$ cat config.mk
export PLATFORM = sky130hd
export DESIGN_NAME = ddsm_demod
export DESIGN_NICKNAME = d
export VERILOG_FILES = /design/src/rtl/ddsm_demod.sv
export SDC_FILE = /design/constraint.sdc
export NUM_CORES = 1
export LEC_CHECK = 0
export ABC_AREA = 1
export CAP_MARGIN = 20
export CORE_MARGIN = 5
export CORE_UTILIZATION = 40
export DETAILED_ROUTE_END_ITERATION = 8
export MAX_ROUTING_LAYER = met4
export PLACE_DENSITY_LB_ADDON = 0.05
export SETUP_SLACK_MARGIN = 0.02
export SLEW_MARGIN = 20
export SYNTH_ARGS = -nofsm -noshare
export SYNTH_HDL_FRONTEND = slang
export SYNTH_SLANG_ARGS = --single-unit
$ cat constraint.sdc
create_clock -name clk -period 1.8 [get_ports clk]
set_input_delay 0.27 -clock clk [delete_from_list [all_inputs] [get_ports clk]]
set_output_delay 0.27 -clock clk [all_outputs]
set_load 0.05 [all_outputs]
$ cat src/rtl/ddsm_demod.sv
// ----------------------------------------------------------------------------
// ddsm_demod
//   Decoder end of the SP-MASH DDSM chain. Sums the modulator output stream
//   over a window of 2^WIN_LOG2 valid samples and presents the signed sum.
//   With WIN_LOG2 equal to the modulator WIDTH, the sum of a 1-bit EFM carry
//   stream started from zero state reproduces the programmed fractional word
//   exactly. This makes the block usable as a bit-exact modulator self-check.
//
// Ports
//   clk        in   clock
//   rst_n      in   asynchronous active-low reset
//   start_i    in   one-cycle pulse: clear accumulator and open a window
//   y_i        in   signed modulator sample, OUT_W bits
//   y_vld_i    in   y_i valid this cycle
//   avg_o      out  signed window sum, ACC_W bits, registered
//   avg_vld_o  out  avg_o valid, held until accepted
//   avg_rdy_i  in   consumer ready
//   busy_o     out  window in progress (state ACCUM)
//   ovf_o      out  sticky: a valid sample was dropped, or a pending result
//                   was overwritten (continuous mode)
//
// Handshake: avg_o/avg_vld_o form a valid/ready source. A result transfers on
//   a rising edge where avg_vld_o and avg_rdy_i are both 1. avg_vld_o never
//   depends on avg_rdy_i, and avg_o is stable while avg_vld_o is 1.
//
// Build option
//   DDSM_DEMOD_CONT_EN  when defined, the block re-opens a new window right
//                       after each completion (continuous mode). A result
//                       still pending when the next window completes is
//                       overwritten, and ovf_o is set.
//                       When undefined, the block runs one window per start.
// ----------------------------------------------------------------------------
module ddsm_demod #(
  parameter int OUT_W    = 4,
  parameter int WIN_LOG2 = 9,
  parameter int ACC_W    = OUT_W + WIN_LOG2
) (
  input  logic             clk,
  input  logic             rst_n,
  input  logic             start_i,
  input  logic [OUT_W-1:0] y_i,
  input  logic             y_vld_i,
  output logic [ACC_W-1:0] avg_o,
  output logic             avg_vld_o,
  input  logic             avg_rdy_i,
  output logic             busy_o,
  output logic             ovf_o
);

  // The sum of 2^WIN_LOG2 samples of OUT_W bits needs OUT_W+WIN_LOG2 bits.
  generate
    if (ACC_W < OUT_W + WIN_LOG2) begin : g_acc_w_check
      $error("ddsm_demod: ACC_W must be >= OUT_W + WIN_LOG2");
    end
  endgenerate

  typedef enum logic [1:0] {
    IDLE  = 2'd0,
    ACCUM = 2'd1,
    DONE  = 2'd2
  } state_t;

  localparam logic [WIN_LOG2-1:0] CNT_LAST = '1;

  state_t              r_state;
  logic [ACC_W-1:0]    r_acc;
  logic [WIN_LOG2-1:0] r_cnt;
  logic [ACC_W-1:0]    r_avg;
  logic                r_avg_vld;
  logic                r_ovf;

  logic [ACC_W-1:0]    w_y_ext;
  logic [ACC_W-1:0]    w_sum;

  assign w_y_ext = {{(ACC_W-OUT_W){y_i[OUT_W-1]}}, y_i};
  // Includes the current sample, so the window's last sample goes straight
  // into the result without an extra cycle.
  assign w_sum   = r_acc + w_y_ext;

  always_ff @(posedge clk or negedge rst_n) begin
    if (!rst_n) begin
      r_state   <= IDLE;
      r_acc     <= '0;
      r_cnt     <= '0;
      r_avg     <= '0;
      r_avg_vld <= 1'b0;
      r_ovf     <= 1'b0;
    end else begin
      case (r_state)
        IDLE: begin
          // The sample that arrives with start_i is not counted.
          if (start_i) begin
            r_acc   <= '0;
            r_cnt   <= '0;
            r_ovf   <= 1'b0;
            r_state <= ACCUM;
          end
        end

        ACCUM: begin
`ifdef DDSM_DEMOD_CONT_EN
          // In continuous mode, results drain while the next window runs.
          if (r_avg_vld && avg_rdy_i) begin
            r_avg_vld <= 1'b0;
          end
`endif
          if (start_i) begin
            // Restart: discard the partial sum and emit no result.
            r_acc <= '0;
            r_cnt <= '0;
          end else if (y_vld_i) begin
            r_cnt <= r_cnt + 1'b1;  // wraps to 0 exactly at window end
            if (r_cnt == CNT_LAST) begin
              r_avg     <= w_sum;
              r_avg_vld <= 1'b1;
`ifdef DDSM_DEMOD_CONT_EN
              r_acc <= '0;
              if (r_avg_vld && !avg_rdy_i) begin
                r_ovf <= 1'b1;
              end
`else
              r_state <= DONE;
`endif
            end else begin
              r_acc <= w_sum;
            end
          end
        end

        DONE: begin
          // start_i is ignored here, even when it arrives with avg_rdy_i.
          if (y_vld_i) begin
            r_ovf <= 1'b1;
          end
          if (avg_rdy_i) begin
            r_avg_vld <= 1'b0;
            r_state   <= IDLE;
          end
        end

        default: r_state <= IDLE;
      endcase
    end
  end

  assign avg_o     = r_avg;
  assign avg_vld_o = r_avg_vld;
  assign busy_o    = (r_state == ACCUM);
  assign ovf_o     = r_ovf;

endmodule
; ---- After elaboration in Yosys (flattened, before gate mapping)
; Index checks and enable logic that the tools add are counted.
; Widths: inputs -> output; s select.
[totals]
elab_cells = 53
regBits = 39
[op_classes]
n_mux = 23
bitwise = 1
n_eq_ne = 11
n_reduce_logical = 10
n_addsub = 2
[op_table]
columns = operator, count
row1 = $mux 13, 4
row2 = $mux 9, 3
row3 = $pmux 13 s2, 1
row4 = $pmux 9 s2, 1
row5 = $add 13x13->13, 1
row6 = $mux 2, 5
row7 = $ne 2x2->1 const B, 5
row8 = $reduce_and 5->1, 2
row9 = $add 9x1->9 const B, 1
row10 = $eq 9x9->1 const B, 1
row11 = $reduce_and 4->1, 2
row12 = $mux 1, 6
row13 = $ne 3x3->1 const B, 2
row14 = $pmux 2 s3, 1
row15 = $reduce_and 3->1, 2
row16 = $reduce_bool 2->1, 3
row17 = $pmux 1 s2, 2
row18 = $eq 2x1->1 const B, 1
row19 = $eq 2x2->1 const B, 1
row20 = $logic_not 2->1, 1
row21 = $ne 2x1->1 const B, 1
row22 = $not 1->1, 1

; ---- Depth between registers and ports, before layout
; Gate-level depths: netlist of run 1.
[logic_depth]
depth_word = 5
depth_mapped = 14
depth_no_buf = 13

; ---- Worst setup path before layout of run 1
; No wires, ideal clock.
[synth_timing]
kind = reg2reg
startpoint = reg r_cnt[0]
endpoint = reg r_avg[10], in the netlist avg_o[10]
slack_ps = -91
required_ps = 1682
arrival_ps = 1774
stages_incl_launch_ff = 15
cell_sequence = dfrtp_1 > ha_1 > nand2_1 > inv_1 > nand2_1 > nor2_1 > nand3_1 > nor2_1 > ha_1 > nand2_2 > nor2_4 > inv_2 > buf_2 > nand2_1 > nand2_1
[synth_between]
elab_chain_cells = 2
[synth_lines]
columns = element, line_no
row1 = start: declaration, 67  ; logic [WIN_LOG2-1:0] r_cnt;
row2 = start signal: assignment, 112  ; r_cnt <= r_cnt + 1'b1;
row3 = $eq 9x9->1, 113  ; if (r_cnt == CNT_LAST) begin
row4 = $reduce_and 4->1 (no line), --
row5 = end signal: assignment, 114  ; r_avg <= w_sum;
row6 = end: declaration, 68  ; logic [ACC_W-1:0] r_avg;
; Every way passes these cells.
; A chain may end at the register's enable or synchronous reset.

; ---- Final worst setup path of run 1
[layout_timing]
startpoint = reg r_cnt[1]
endpoint = reg r_avg[9], in the netlist avg_o[9]
; The elaborated chain is that of the path after synthesis.

==> impl_results.md, run 1 <==
- Final Instance Count excl. Fillers: 474
- Post-synthesis sequential area ratio: 40.44%
- Sw Pwr: 828.0 uW
- CTS Sinks: 39
- Iter 0 DRT Violations: 77
- Main synth FF type: dfrtp_1
- Min Hold Slack: 414.6 ps
- Drc violations: 0
- Cell total after placement: 459
- Row count: 28
- Worst setup path end: avg_o[9]
- Layout cell share with drive strength beyond 1: 26.32%
- Netlist cell types: 28
- Vias/cell: 4.762
- Syn Nets: 353
- Root buffer cell: clkbuf_8
- PwrDens: 720.4 nW/um2
- Area growth syn-to-layout: 38.88%
- Synth top cells by count: 120 x nand2_1, 49 x inv_1, 39 x dfrtp_1
- Core box area: 5886 um2
- Failing checks: setup timing
- Crit. End Element: flip-flop
- Post-Syn Instances: 329
- Slew Limit Headroom: 66.55%
- Max Fclk: 0.5459 GHz
- Dominant cells by area after synthesis: dfrtp_1 40%, nand2_1 19%, inv_1 7.6%
- Final Max Tran Viols: 0
- Largest net degree at the start of global routing: 18
- TritonCTS clock tree: yes
- Die Wd: 87.68 um
- Internal cell power: 1587 uW
- Run status: finished, violations left
- I/O pin count: 25
- Clock Pin Slew Worst Setup and Hold Paths: 80 ps
- Reg-to-reg setup timing slack: -30 ps
- Pre-CTS WS: -335.4 ps
- Crit Path Max Fanout: 5
- DIE AREA: 7688 um2
- Period utilization: 101.8%
- Top-count cell post-synth: nand2_1
- Endpoints failing setup: 5
- Reg2Reg Launch Point: r_cnt[1]
- Routed wire length: 6172 um
- Reg2reg end: avg_o[9]
- Fraction of registers with async set/reset: 100.0%
- Grt ovf: 0
- Hold Path Class: input pin to async pin
- Sequential Power Share: 40.4%
- Vias: 2257
- Mean Syn Cell Area: 7.336 um2
- GRT Total Usage: 17.52%
- Max-cap viol count: 0
- Worst EP arrival: 2070 ps
- WS Path Type: flip-flop to flip-flop
- First-pass GRT wire length: 10080 um
- Final instance area: 3352 um2
- Yosys top cell area share: 40.44%
- RSZ-0062 raised after global routing: true
- H-tree Lvls: 2
- Worst vdd rail ir drop: 0.0003690 V
- Die Ht: 87.68 um
- Post-route setup slack: -31.74 ps
- LEAKAGE: 0.001843 uW
- Max clock buf depth: 2
- Worst slew pin tran: 501.0 ps
- Initial antenna violation count: 0
- Clock Skew: 11.02 ps
- Post-Syn Area: 2414 um2
- Critical path startpoint: r_cnt[1]
- Leading area contributor after synthesis: dfrtp_1
- Clock power frac: 24.8%
- Routability congestion estimate: 0.8815
- FILL cells: 572
- Nets: 422
- IO buf count: 24
- Reg2Reg Depth: 13
- Final ANT Viol Nets: 0
- First drt pass iteration count: 4
- Critical Path Start Type: flip-flop
- Fin crit period: 1832 ps
- Cell area after placement: 2983 um2
- #FFs+latches synth: 39
- Num CTS Buffers: 5
- Fin. Hold Viols: 0
- Fin util: 56.95%
- DP HPWL: 4424 um
- Drt wl/cell: 13.02 um
- Number of enable flip-flop cells after synthesis: 0
- Vias in the first global route: 2237
- Logic pwr share: 34.8%
- Ant. Diodes: 0
- Synth Warn #: 0
- Crit path required time: 2040 ps
- Initial core utilization: 41.01%
- Worst skew pair latency: 300 ps
- Sw Ratio: 34.29%
## flip-flops by register name, summed over array words and instances, names as in the netlist
register / flops
r_cnt: 9
avg_o: 13
avg_vld_o: 1
r_state: 2
r_acc: 13
ovf_o: 1
## what timing repair did
action	4_1_cts	5_1_grt
setup endpoints to repair	29	34
buffers inserted	2	3
pin swaps	12	16
hold buffers	1	0
hold endpoints to repair	14	0
resized for setup	19	34
cloned	1	0
## worst min path at each step
stage	end	cells past startpoint	start	slack [ps]
finish	avg_o[3]	2	rst_n	410
CTS	avg_o[3]	2	rst_n	430
floorplan	avg_o[0]	0	rst_n	-30
global route	avg_o[3]	2	rst_n	440
detailed placement	avg_o[3]	1	rst_n	210
global placement	avg_o[3]	1	rst_n	220
## cell families after synthesis
family          after synthesis  share of synthesized area, %
buf+inv                      56                         9.487
flops                        39                         40.44
compound gates               32                         7.828
fa+ha+maj                    15                         8.087
simple gates                182                         32.35
xor+xnor                      5                         1.814
## through the flow
step           power [uW]  TNS [ps]
3_3_place_gp         1722     -5856
2_1_floorplan        1428    -106.0
4_1_cts              2348     -2353
6_report             2415    -93.56
3_5_place_dp         1723     -5925
5_1_grt              2587     -2996
## layer usage
metal	vias to the layer above	track usage (%)	share of wire, %
li1	1175	-	-
met1	1042	22.46	47
met2	34	28.15	48
met3	6	3.198	3.8
met4	0	5.300	1.0
met5	-	-	0
## layout make-up
class                           count  area (um2)  share of cell area (%)
Multi-Input combinational cell    235        1429                   42.63
Sequential cell                    39       975.9                   29.12
Timing Repair Buffer               64       565.5                   16.87
Inverter                           53       206.4                   6.159
Tap cell                           75       93.84                   2.800
Clock buffer                        7       76.32                   2.277
Clock inverter                      1       5.005                  0.1493
## layout by cell type (no fill, tap or decap), types with 5 or more instances in the layout
cell | netlist | final
nand2_1 | 120 | 111
inv_1 | 49 | 48
buf_4 | 1 | 44
dfrtp_1 | 39 | 39
nand3_1 | 29 | 20
nor2_1 | 19 | 15
o21ai_0 | 17 | 14
nand2_2 | 1 | 9
clkdlybuf4s50_1 | 0 | 8
nand3_2 | 0 | 7
ha_1 | 14 | 6
o21ai_1 | 3 | 5
nand4_1 | 5 | 5
ha_4 | 0 | 5
clkbuf_8 | 0 | 5
dlymetal6s2s_1 | 0 | 5
## power groups by stage
| stage | logic (uW) | registers, uW | clock network (uW) |
|---|---|---|---|
| 6_report | 840 | 975 | 600 |
| 5_1_grt | 949 | 982 | 656 |
| 4_1_cts | 766 | 967 | 615 |
| 3_5_place_dp | 740 | 983 | 0 |
| 3_3_place_gp | 738 | 985 | 0 |
| 2_1_floorplan | 442 | 986 | 0 |
## critical path: stages (launching register included)
cell and delay (ps):
dfrtp_1 360, ha_2 190, nand2_2 50, inv_2 50, nand2_2 60, nor2_4 100
nand3_2 90, nor2_2 100, ha_2 210, nand2_4 60, nor2_4 160, buf_6 170
nand3_4 90, nand2_2 60
Note: power is estimated with default switching activity, not from simulation.
==> run 2, diff against run 1 <==
--- a/config.mk
+++ b/config.mk
@@ -5,7 +5,6 @@
 export SDC_FILE = /design/constraint.sdc
 export NUM_CORES = 1
 export LEC_CHECK = 0
-export ABC_AREA = 1
 export CAP_MARGIN = 20
 export CORE_MARGIN = 5
 export CORE_UTILIZATION = 40
==> run 2 against run 1 <==
Against the previous run:
- the run still ends with setup timing left
- sequential cell count unchanged
- via count down 15%
- critical path type unchanged
- clock-buffer cell count down 1
- worst setup slack worse by 380 ps
- cell area down 0.67%
==> impl_results.md, run 2 <==
- Fraction of registers with async set/reset: 100.0% (unchanged)
- Worst vdd rail ir drop: 0.0003806 V (+3.1%)
- Failing checks: setup timing
- Vias: 1917 (-15%)
- Reg2reg end: r_acc[12]
- Reg-to-reg setup timing slack: -410 ps (-380 ps)
- Synth top cells by count: 39 x dfrtp_1, 27 x nand2_1, 26 x o21ai_0
- Min Hold Slack: 33.50 ps (-381.1 ps)
- Endpoints failing setup: 26 (+21)
- Crit path required time: 1980 ps (-60 ps)
- Pre-CTS WS: -791.2 ps (-455.8 ps)
- Row count: 26 (-7.1%)
- GRT busiest layer: met2
- Slew Limit Headroom: 66.13% (-0.42 points)
- Worst setup path end: r_acc[12]
- Post-Syn Area: 2170 um2 (-10%)
- Register area: 975.9 um2 (unchanged)
- IO buf count: 24 (unchanged)
- GR Util met2: 26.75% (-1.4 points)
- Period utilization: 122.8% (+21 points)
- Internal cell power: 1864 uW (+17%)
- Number of enable flip-flop cells after synthesis: 0 (unchanged)
- Clock Pin Slew Worst Setup and Hold Paths: 80 ps (about the same)
- Root buffer cell: clkbuf_8
- Final Max Tran Viols: 0 (unchanged)
- Main synth FF type: dfrtp_1
- First drt pass iteration count: 4 (unchanged)
- Syn Nets: 243 (-31%)
- Clock Skew: 6.044 ps (-4.978 ps)
- Core box area: 5172 um2 (-12%)
- Vias/cell: 5.045 (+5.9%)
- Drt wl/cell: 14.28 um (+9.7%)
- TritonCTS clock tree: yes
- Clock power frac: 28.7% (+3.9 points)
- Sw Ratio: 29.67% (-4.6 points)
- GRT Total Usage: 16.82% (-0.69 points)
- Worst slew pin tran: 506.5 ps (+5.522 ps)
- Post-route setup slack: -410.9 ps (-379.2 ps)
- Post-synthesis sequential area ratio: 44.98% (+4.5 points)
- Max-cap viol count: 0 (unchanged)
- Leading area contributor after synthesis: dfrtp_1
- Vias in the first global route: 1968 (-12%)
- Met1 usage: 22.03% (-0.43 points)
- Sw Pwr: 786.4 uW (-5.0%)
- Logic pwr share: 34.6% (-0.2 points)
- Yosys top cell area share: 44.98% (+4.5 points)
- Ant. Diodes: 0 (unchanged)
- I/O pin count: 25 (unchanged)
- Met3 Use GR: 3.356% (+0.16 points)
- Dominant cells by area after synthesis: dfrtp_1 45%, ha_1 8.1%, o21ai_0 6.0%
- Netlist cell types: 40 (+43%)
- Top-count cell post-synth: dfrtp_1
- DIE AREA: 6996 um2 (-9.0%)
- RSZ-0062 raised after global routing: true
- Nets: 333 (-21%)
- Reg2Reg Launch Point: r_acc[0]
- Drc violations: 0 (unchanged)
- Initial antenna violation count: 0 (unchanged)
- Layout cell share with drive strength beyond 1: 42.26% (+16 points)
- Die Ht: 83.65 um (-4.6%)
- Crit. End Element: flip-flop
- Run status: finished, violations left
- Worst skew pair latency: 290 ps (about the same)
- Area growth syn-to-layout: 53.46%
- FILL cells: 434 (-24%)
- Synth Warn #: 0 (unchanged)
- Max Fclk: 0.4523 GHz (-17%)
- Die Wd: 83.65 um (-4.6%)
- Crit Path Max Fanout: 3 (-2)
- Fin. Hold Viols: 0 (unchanged)
- Initial core utilization: 41.94% (+0.94 points)
- Most common cell after layout, fill and taps aside: buf_4
- Num CTS Buffers: 5 (unchanged)
- Routed wire length: 5428 um (-12%)
- Final ANT Viol Nets: 0 (unchanged)
- Mean Syn Cell Area: 9.907 um2 (+35%)
- Max clock buf depth: 2 (unchanged)
- LEAKAGE: 0.001643 uW (-11%)
- Worst EP arrival: 2390 ps (+320 ps)
- DP HPWL: 3630 um (-18%)
- Critical path startpoint: r_acc[0]
- #FFs+latches synth: 39 (unchanged)
- Reg2Reg Depth: 10 (-3)
- CTS Sinks: 39 (unchanged)
- PwrDens: 796.0 nW/um2 (+10%)
- H-tree Lvls: 2 (unchanged)
- Hold Path Class: input pin to async pin
- Iter 0 DRT Violations: 70 (-9.1%)
- Routability congestion estimate: 0.8003 (-9.2%)
- Grt ovf: 0 (unchanged)
- Fin crit period: 2211 ps (+379.2 ps)
- Largest net degree at the start of global routing: 40 (+22)
- WS Path Type: flip-flop to flip-flop
- Post-Syn Instances: 219 (-33%)
- Commonest non-fill, non-tap cells in the layout: 63 x buf_4, 39 x dfrtp_1, 22 x nand2_1, 14 x a21oi_1, 14 x o21ai_0
- Sequential Power Share: 36.7% (-3.7 points)
- Hold buffer count at cts: 0 (-1)
- Footprint of the multi-input gates: 1398 um2 (-2.2%)
- Critical Path Start Type: flip-flop
- First-pass GRT wire length: 9335 um (-7.4%)
-- run 2: cell families after synthesis --
group / count (synthesis) / synth area share (%)
xor+xnor: 12 / 5.478
fa+ha+maj: 15 / 8.997
flops: 39 / 44.98
buf+inv: 11 / 2.134
compound gates: 71 / 20.53
simple gates: 63 / 13.73
mux: 8 / 4.152
-- run 2: repair_timing --
action | 4_1_cts | 5_1_grt
gates cloned | 2 | 0
gates resized for setup | 29 | 22
endpoints found under the hold margin | 0 | 0
pin swaps | 22 | 15
endpoints found under the setup margin | 27 | 30
setup buffers | 7 | 9
-- run 2: worst min path at each step --
stage,start,endpoint,slack (ps),cells after the start
after floorplan,rst_n,avg_o[0],-30,0
after global placement,rst_n,r_acc[1],360,2
after detailed placement,rst_n,r_acc[1],360,2
after CTS,rst_n,avg_vld_o,40,2
after global routing,rst_n,r_acc[1],70,2
final,rst_n,r_acc[1],30,2
-- run 2: cell type report --
cell class,instances,area share (%)
Timing Repair Buffer,87,21.98
Clock inverter,2,1.052
Inverter,5,0.5637
Clock buffer,6,2.480
Tap cell,70,2.631
Sequential cell,39,29.31
Multi-Input combinational cell,171,41.98
-- run 2: routing by layer --
layer	vias to the layer above	wire length, um
met4	0	77
met5	-	0
met2	29	2627
li1	964	-
met1	917	2554
met3	7	168
-- run 2: power by group through the flow --
stage                     combinational [uW]  sequential (uW)  clock (uW)
after CTS                                850              970         791
after global placement                   764              984           0
after floorplan                          444              976           0
after global routing                    1020              980         835
final                                    918              972         760
after detailed placement                 768              987           0
-- run 2: stage by stage --
stage	total power [uW]	std cells	setup TNS [ps]	instance area, um2	util [%]
floorplan	1419	219	-877.9	2242	-
finish	2650	380	-3508	3329	64.37
CTS	2610	371	-3682	3176	61.39
global route	2839	380	-5853	3329	64.37
global placement	1748	355	-10420	2887	55.81
detailed placement	1754	355	-10530	2887	55.81
-- run 2: worst max-delay path: stages (launching register included) --
cell      delay, ps
dfrtp_1         360
ha_2            190
inv_2            40
fa_2            330
nand2b_4        160
a21oi_4         160
o211ai_2        110
a21oi_2         220
nor2_2           70
xor2_1          160
a221o_1         300
==> run 3, diff against run 2 <==
--- a/config.mk
+++ b/config.mk
@@ -6,12 +6,14 @@
 export NUM_CORES = 1
 export LEC_CHECK = 0
 export CAP_MARGIN = 20
-export CORE_MARGIN = 5
+export CORE_ASPECT_RATIO = 1.4
+export CORE_MARGIN = 1.5
 export CORE_UTILIZATION = 40
 export DETAILED_ROUTE_END_ITERATION = 8
 export MAX_ROUTING_LAYER = met4
 export PLACE_DENSITY_LB_ADDON = 0.05
 export SETUP_SLACK_MARGIN = 0.02
+export SKIP_CTS_REPAIR_TIMING = 1
 export SLEW_MARGIN = 20
 export SYNTH_ARGS = -nofsm -noshare
 export SYNTH_HDL_FRONTEND = slang
==> run 3 against run 2 <==
Against the previous run:
- the run still ends with setup timing left
- worst setup slack better by 4.2 ps
- maximum frequency up 0.19%
- first-iteration DRC count down 5.7%
- non-clock buffer count down 4
- cell area up 0.68%
- critical endpoint is now avg_o[12]
- largest cell class unchanged
- highest routed layer unchanged
==> impl_results.md, run 3 (synthesis results as in run 2) <==
- Fin util: 64.49% (+0.12 points)
- Most common cell after layout, fill and taps aside: buf_4
- Sw Pwr: 783.3 uW (-0.39%)
- Period utilization: 122.6% (-0.23 points)
- Worst slew pin tran: 702.8 ps (+196.3 ps)
- Nets: 328 (-1.5%)
- Num CTS Buffers: 5 (unchanged)
- Crit Path Max Fanout: 3 (unchanged)
- Post-route setup slack: -406.7 ps (+4.168 ps)
- Clock Pin Slew Worst Setup and Hold Paths: 80 ps (about the same)
- Internal cell power: 1693 uW (-9.2%)
- Row count: 31 (+19%)
- H-tree Lvls: 2 (unchanged)
- Largest net degree at the start of global routing: 17 (-57%)
- Sw Ratio: 31.63% (+2.0 points)
- Vias in the first global route: 1879 (-4.5%)
- Commonest non-fill, non-tap cells in the layout: 54 x buf_4, 39 x dfrtp_1, 20 x nand2_1, 16 x a21oi_1, 16 x o21ai_0
- DP HPWL: 3677 um (+1.3%)
- LEAKAGE: 0.001653 uW (+0.60%)
- Power after layout: 2476 uW (-6.6%)
- Reg-to-reg setup timing slack: -410 ps (about the same)
- Layout cell share with drive strength beyond 1: 40.98% (-1.3 points)
- Max Fclk: 0.4532 GHz (+0.19%)
- Core box area: 5197 um2 (+0.48%)
- Fin crit period: 2207 ps (-4.168 ps)
- Die Wd: 65.25 um (-22%)
- Logic pwr share: 37.4% (+2.8 points)
- Fin. Hold Viols: 0 (unchanged)
- First drt pass iteration count: 4 (unchanged)
- Final Max Tran Viols: 0 (unchanged)
- Crit-path cells: ha_2, inv_2, fa_2, nand2b_4, a21oi_4, o211ai_2, a21oi_2, nor2_2, xnor3_1, mux2_4
- Root buffer cell: clkbuf_8
- Failing checks: setup timing
- Vias: 1899 (-0.94%)
- Drt wl/cell: 14.46 um (+1.2%)
- Worst vdd rail ir drop: 0.0004700 V (+23%)
- Footprint of the multi-input gates: 1429 um2 (+2.2%)
- Final ANT Viol Nets: 0 (unchanged)
- PwrDens: 738.7 nW/um2 (-7.2%)
- Register area: 975.9 um2 (unchanged)
- CTS Sinks: 39 (unchanged)
- Crit. End Element: flip-flop
- Crit path required time: 1980 ps (about the same)
- Drc violations: 0 (unchanged)
- Worst EP arrival: 2380 ps (about the same)
- DIE AREA: 5881 um2 (-16%)
- Reg2Reg Depth: 10 (unchanged)
- Initial core utilization: 41.74% (-0.20 points)
- Routed wire length: 5364 um (-1.2%)
- FILL cells: 431 (-0.69%)
- Sequential Power Share: 39.6% (+2.9 points)
- Reg2reg end: avg_o[12]
- WS Path Type: flip-flop to flip-flop
- RSZ-0062 raised after global routing: true
- Vias/cell: 5.119 (+1.5%)
- Routability congestion estimate: 0.8413 (+5.1%)
- Min Hold Slack: 391.0 ps (+357.5 ps)
- Die Ht: 90.14 um (+7.8%)
- Iter 0 DRT Violations: 66 (-5.7%)
- Ant. Diodes: 0 (unchanged)
- Area growth syn-to-layout: 54.50%
- Run status: finished, violations left
- Worst skew pair latency: 290 ps (about the same)
- Max clock buf depth: 2 (unchanged)
- Clock Skew: 5.970 ps (-0.07444 ps)
- Slew Limit Headroom: 52.89% (-13 points)
- Grt ovf: 0 (unchanged)
- TritonCTS clock tree: yes
- Initial antenna violation count: 0 (unchanged)
- Endpoints failing setup: 25 (-3.8%)
- CP peak stage delay: 350 ps (about the same)
- First-pass GRT wire length: 8625 um (-7.6%)
- Max-cap viol count: 0 (unchanged)
- Critical Path Start Type: flip-flop
- Reg2Reg Launch Point: r_acc[0]
- IO buf count: 24 (unchanged)
- I/O pin count: 25 (unchanged)
- Hold Path Class: input pin to async pin
- GRT Total Usage: 19.11% (+2.3 points)
- Slowest CP cell: dfrtp_1
- Clock power frac: 23.0% (-5.7 points)
==> run 3: metrics by stage <==
step	cells	setup slack [ps]	setup TNS (ps)	area (um2)
6_report	371	-406.7	-3571	3352
5_1_grt	371	-538.5	-5844	3352
4_1_cts	359	-506.9	-5847	2965
3_5_place_dp	351	-802.6	-10870	2884
3_3_place_gp	351	-761.9	-10560	2884
2_1_floorplan	219	-265.1	-877.9	2242
==> run 3: layout make-up <==
| class | count | share of cell area [%] |
|---|---|---|
| clock buffer | 7 | 2.277 |
| clock inverter | 1 | 0.1493 |
| inverter | 5 | 0.5599 |
| multi-input combinational | 170 | 42.63 |
| sequential | 39 | 29.12 |
| tap | 66 | 2.464 |
| timing repair buffer | 83 | 22.81 |
==> run 3: per-layer routing <==
metal  up-vias  track usage [%]  part of all wire (%)
li1        958                -                     -
met1       910            22.80                    43
met4         0            6.250                   1.7
met3         8            3.880                   2.4
met5         -                -                     0
met2        23            31.89                    53
==> run 3: worst max path at each step <==
stage | startpoint | to | slack [ps] | depth (start not counted)
after detailed placement | y_i[0] | r_acc[12] | -800 | 11
after global routing | r_acc[0] | avg_o[12] | -540 | 10
after floorplan | r_acc[0] | avg_o[12] | -270 | 10
after CTS | y_i[0] | r_acc[12] | -510 | 11
final | r_acc[0] | avg_o[12] | -410 | 10
after global placement | y_i[0] | avg_o[12] | -760 | 11
==> run 3: critical path: cells and delay by family, from the launching register on <==
family / cells / cell delay (ps)
mux: 1 / 270
fa+ha+maj: 2 / 540
buf+inv: 1 / 40
xor+xnor: 1 / 180
simple gates: 2 / 240
compound gates: 3 / 480
flops: 1 / 350
==> run 3: power by group through the flow <==
stage / registers (uW) / logic, uW / clock network, uW
after CTS: 967 / 761 / 600
after global placement: 984 / 751 / 0
after global routing: 988 / 1020 / 643
after detailed placement: 984 / 755 / 0
after floorplan: 976 / 444 / 0
final: 980 / 926 / 571
